[config.mk]
export PLATFORM = sky130hd
export DESIGN_NAME = dmem_arbiter
export DESIGN_NICKNAME = d
export VERILOG_FILES = /design/src/rtl/dmem_arbiter.sv
export SDC_FILE = /design/constraint.sdc
export NUM_CORES = 1
export LEC_CHECK = 0
export BUFFER_PORTS_ARGS = -buffer_cell sky130_fd_sc_hd__buf_2
export CAP_MARGIN = 40
export CORE_MARGIN = 3
export CORE_UTILIZATION = 41
export CTS_BUF_LIST = sky130_fd_sc_hd__clkbuf_4 sky130_fd_sc_hd__clkbuf_8 sky130_fd_sc_hd__clkbuf_16
export DETAILED_ROUTE_END_ITERATION = 12
export HOLD_SLACK_MARGIN = 0.12
export PLACE_DENSITY = 0.73
export SLEW_MARGIN = 20
export SYNTH_ARGS = -nofsm -noshare
export SYNTH_HDL_FRONTEND = slang
export SYNTH_SLANG_ARGS = --single-unit
export TNS_END_PERCENT = 10
[constraint.sdc]
create_clock -name clock -period 4.9 [get_ports clock]
set_input_delay 0.735 -clock clock [delete_from_list [all_inputs] [get_ports clock]]
set_output_delay 0.735 -clock clock [all_outputs]
set_load 0.01 [all_outputs]
[src/rtl/dmem_arbiter.sv]
// dmem_arbiter
// Two-port round-robin arbiter in front of a shared data-memory/IO bus.
// Port 0 is the CPU, port 1 the IO/debug engine. Each granted access walks
// IDLE -> ISSUE -> CAPT -> DONE -> IDLE (4 cycles): the request is latched in
// IDLE, driven onto the shared bus for one cycle in ISSUE, read data is
// captured in CAPT, and the owner is acknowledged in DONE. Addresses are not
// decoded here; the memory/IO split happens downstream.

module dmem_arbiter #(
    parameter int CNT_W = 16
) (
    input  logic             clock,
    input  logic             reset,

    input  logic             req0,
    input  logic             we0,
    input  logic [31:0]      addr0,
    input  logic [31:0]      wdata0,
    output logic             ack0,
    output logic [31:0]      rdata0,

    input  logic             req1,
    input  logic             we1,
    input  logic [31:0]      addr1,
    input  logic [31:0]      wdata1,
    output logic             ack1,
    output logic [31:0]      rdata1,

    output logic             m_en,
    output logic             m_we,
    output logic [31:0]      m_addr,
    output logic [31:0]      m_wdata,
    input  logic [31:0]      m_rdata,

    output logic [CNT_W-1:0] gcnt0,
    output logic [CNT_W-1:0] gcnt1
);

    typedef enum logic [1:0] {
        IDLE  = 2'd0,
        ISSUE = 2'd1,
        CAPT  = 2'd2,
        DONE  = 2'd3
    } state_t;

    localparam logic [CNT_W-1:0] CNT_MAX = '1;
    localparam logic [CNT_W-1:0] CNT_ONE = CNT_W'(1);

    state_t           state_q;
    state_t           state_d;

    // Access in flight: owning port and its latched request.
    logic             owner_q;
    logic             lat_we_q;
    logic [31:0]      lat_addr_q;
    logic [31:0]      lat_wdata_q;

    // Round-robin history. last_valid_q stays low until the first completed
    // access so that port 0 wins the first tie after reset.
    logic             last_valid_q;
    logic             last_served_q;

    logic             win_port;
    logic             start;

    logic [31:0]      rdata0_q;
    logic [31:0]      rdata1_q;
    logic [CNT_W-1:0] gcnt0_q;
    logic [CNT_W-1:0] gcnt1_q;

    // Pick the winner among the current requesters (round-robin on a tie)
    always_comb begin
        // NOTE: assign a default before any branch so every path drives the signal and no latch is inferred.
        win_port = 1'b0;
        if (req0 && req1) begin
            win_port = last_valid_q ? ~last_served_q : 1'b0;
        end else if (req1) begin
            win_port = 1'b1;
        end
    end

    assign start = (state_q == IDLE) && (req0 || req1);

    // State register
    always_ff @(posedge clock) begin
        // NOTE: sequential state uses non-blocking assignments so every register samples pre-edge values.
        if (reset) begin
            state_q <= IDLE;
        end else begin
            state_q <= state_d;
        end
    end

    // Next-state logic: a fixed four-cycle walk once a request is accepted
    always_comb begin
        state_d = state_q;
        case (state_q)
            IDLE:    if (req0 || req1) state_d = ISSUE;
            ISSUE:   state_d = CAPT;
            CAPT:    state_d = DONE;
            DONE:    state_d = IDLE;
            default: state_d = IDLE;
        endcase
    end

    // Bus strobes and acknowledges decoded from the current state
    always_comb begin
        m_en = 1'b0;
        m_we = 1'b0;
        ack0 = 1'b0;
        ack1 = 1'b0;
        case (state_q)
            ISSUE: begin
                m_en = 1'b1;
                m_we = lat_we_q;
            end
            DONE: begin
                ack0 = ~owner_q;
                ack1 = owner_q;
            end
            default: begin
            end
        endcase
    end

    // Latch the winning port's request when the access is accepted; later
    // input changes cannot disturb the access in flight
    always_ff @(posedge clock) begin
        if (reset) begin
            owner_q     <= 1'b0;
            lat_we_q    <= 1'b0;
            lat_addr_q  <= '0;
            lat_wdata_q <= '0;
        end else if (start) begin
            owner_q     <= win_port;
            lat_we_q    <= win_port ? we1    : we0;
            lat_addr_q  <= win_port ? addr1  : addr0;
            lat_wdata_q <= win_port ? wdata1 : wdata0;
        end
    end

    // Remember who was served last, updated as the access completes
    always_ff @(posedge clock) begin
        if (reset) begin
            last_valid_q  <= 1'b0;
            last_served_q <= 1'b0;
        end else if (state_q == DONE) begin
            last_valid_q  <= 1'b1;
            last_served_q <= owner_q;
        end
    end

    // Capture read data into the owner's register only; writes leave it alone
    always_ff @(posedge clock) begin
        if (reset) begin
            rdata0_q <= '0;
            rdata1_q <= '0;
        end else if ((state_q == CAPT) && !lat_we_q) begin
            if (owner_q) begin
                rdata1_q <= m_rdata;
            end else begin
                rdata0_q <= m_rdata;
            end
        end
    end

    // Saturating per-port grant counters, bumped on completion
    always_ff @(posedge clock) begin
        if (reset) begin
            gcnt0_q <= '0;
            gcnt1_q <= '0;
        end else if (state_q == DONE) begin
            if (!owner_q && (gcnt0_q != CNT_MAX)) begin
                gcnt0_q <= gcnt0_q + CNT_ONE;
            end
            if (owner_q && (gcnt1_q != CNT_MAX)) begin
                gcnt1_q <= gcnt1_q + CNT_ONE;
            end
        end
    end

    // The full latched address and data are forwarded unchanged
    assign m_addr  = lat_addr_q;
    assign m_wdata = lat_wdata_q;
    assign rdata0  = rdata0_q;
    assign rdata1  = rdata1_q;
    assign gcnt0   = gcnt0_q;
    assign gcnt1   = gcnt1_q;

endmodule

==> run metrics <==
post-route ant nets=0; commonest cells after routing, fill and taps aside=buf_2, dfxtp_1, nand2_1; FP Rows=46; Top Usage Layer GRT=met2; routability cong.=0.783; total power=between 0.004 and 0.005 W; Worst-Skew Late Latency=0.42 ns; most common cell after layout, fill and taps aside=buf_2; fin crit period=2.48 ns; gr usage total=0.215; H-Tree Depth=4; cts-stage hold buffer count=0; PD cells=472 nW/um2; Hold Vio Cnt, Final=0; Synth Warn #=0; antenna violations before repair=1; met2 GRT Util=0.366; CP max FO=13; Register Area=3320 um2; post_cts resized=0; sequence of cells on the critical path=ha_1, nand2_1, inv_1, buf_2; Relative slew margins=0.456; Worst Skew=0.00777 ns; clock transition at the registers of the reported paths=about 0.06 ns; setup TNS=0 ns; drt first-iter violations=between 300 and 400; DR vias=around 6,700; library cells used by synthesis=37; post-synth top area share=0.484; Setup crit start kind=register; maximum clock frequency=404 MHz; DP HPWL=15,100 um; Net count, final=1,264; I/O Buffers=329; core region area=16,100 um2; GRT met3 Usage=0.0687; Initial Util=0.426; final instance area=9300 um2; Fin Hold WS=about 0.45 ns; total grt overflow=0; part of the cycle the worst path needs=0.505; Hold Crit Class=register to register; clock buffer depth=2; #FFs+latches synth=166; fill cell count=between 1,000 and 1,500; Final setup viols=0; I/O pins=330; number of global-route vias before repair=6,221; Critical Path Sink Type=output port; status=finished clean; routed length per instance=15.7 um; Multi-input gate area=between 3000 and 4000 um2; fin. max-slew vios=0; total routed wirelength=20,700 um; CTS root buffer=clkbuf_16; CP Data Required Time=4.16 ns; GR Util met1=0.256; first-pass GRT wire length=31,600 um; drt pass-1 iters=4; pin count of the biggest net entering global routing=a little over 80; Avg Cell Area, Syn=8.66 um2; sequential fraction of the synthesis area=0.484; Synth area leader=dfxtp_1; Residual DRC=0; synth-to-layout area growth=35.5%; top cells by area, synth=dfxtp_1, mux2i_1, nand2_1; die span in y=135 um; CTS tree=yes; gate count of the mapped netlist=roughly 800; RSZ-0062 raised after global routing=no; worst-margin pin slew=~0.82 ns; VDD IR max=0.485 mV; layout cells sized above 1=0.344; Post-DP Area=approximately 8700 um2; syn_nets=approximately 970; Worst EP arrival=1.74 ns; die span in x=135 um; CP max stage delay=between 0.3 and 0.4 ns; Syn Std Cell Area=6870 um2; Pleak=4.12 nW; setup bufs post-CTS=0; Num CTS Buffers=17; Slowest cell on crit path=dfxtp_1; die area=around 18,000 um2; DR vias/cell=5.08; Setup Crit Path Kind=register to output port; clock sinks=166; MaxCap Viol Count=0
[cells by family after synthesis]
| logic type | after synthesis | share of synthesized area |
|---|---|---|
| flops | 166 | 0.484 |
| buf+inv | 70 | 0.0399 |
| mux | 69 | 0.101 |
| simple gates | 290 | 0.191 |
| fa+ha+maj | 6 | 0.0109 |
| compound gates | 192 | 0.173 |
[area by class of cell]
cell class                 count  area share
multi-input combinational    557       0.354
timing repair buffer         340       0.186
tap                          216      0.0291
antenna                        1    0.000269
inverter                      10     0.00403
sequential                   166       0.357
clock buffer                  21      0.0510
clock inverter                10      0.0182
[cell usage after synthesis]
master,n
buf_2,9
a21boi_1,1
nor2_1,77
a311oi_1,1
o41ai_1,1
o31ai_1,20
and4_1,4
nor2b_1,3
nor3_1,3
clkbuf_1,43
nand3b_1,3
ha_1,6
nand3_1,11
and2_1,1
o21a_1,1
or3b_2,1
a21oi_1,93
nor4_1,5
or3_1,9
mux2i_1,66
inv_1,10
nand4_2,1
buf_1,8
o311ai_0,1
nand2b_1,2
dfxtp_1,166
a31oi_1,1
nand2_1,140
a211oi_1,65
mux2_2,3
and3b_1,1
and3_1,1
o21ai_0,8
nor3b_1,1
nand2b_4,1
nand4_1,8
or4_1,18
[worst paths after layout]
| path | start | end | slack [ns] | cells after the start |
|---|---|---|---|---|
| setup / recovery | state_q[1] | ack1 | 2.42 | 4 |
| hold / removal | rdata0[3] | rdata0[3] | 0.45 | 2 |
| setup reg to reg | state_q[0] | m_addr[16] | 2.47 | 6 |
| hold reg to reg | rdata0[3] | rdata0[3] | 0.45 | 2 |
[state kept, by name (all words and copies together) (netlist names)]
signal         flops
gcnt0             16
lat_we_q           1
last_served_q      1
rdata1            32
gcnt1             16
m_wdata           32
last_valid_q       1
rdata0            32
m_addr            32
owner_q            1
state_q            2
[power breakdown]
group | switching, W | leakage, nW | internal, W
Clock | 0.000541 | 0.317 | 0.000902
Sequential | 0.000139 | 1.36 | 0.00160
Combinational | 0.000733 | 2.45 | 0.000469
Total | 0.00141 | 4.12 | 0.00297
[metrics by stage]
| stage | setup WS, ns | utilization | instances |
|---|---|---|---|
| 2_1_floorplan | 2.95 | - | 793 |
| 3_3_place_gp | 2.47 | 0.537 | 1289 |
| 3_5_place_dp | 2.39 | 0.537 | 1289 |
| 4_1_cts | 2.37 | 0.577 | 1320 |
| 5_1_grt | 2.23 | 0.577 | 1321 |
| 6_report | 2.42 | 0.577 | 1321 |
[routing by layer]
layer	share of wire	routed length [um]	vias to the layer above
met5	0	0	-
met4	0.019	383	0
met3	0.079	1640	27
met2	0.49	10100	230
met1	0.41	8570	3030
li1	-	-	3429
[critical path: cells and delay by family, from the launching register on]
kind                       cells  cell delay (ns)
buffers and inverters          2             0.36
and+or+nand+nor                1             0.29
adders and majority gates      1             0.29
DFF                            1             0.38
Power figures use the tool's default switching activity.
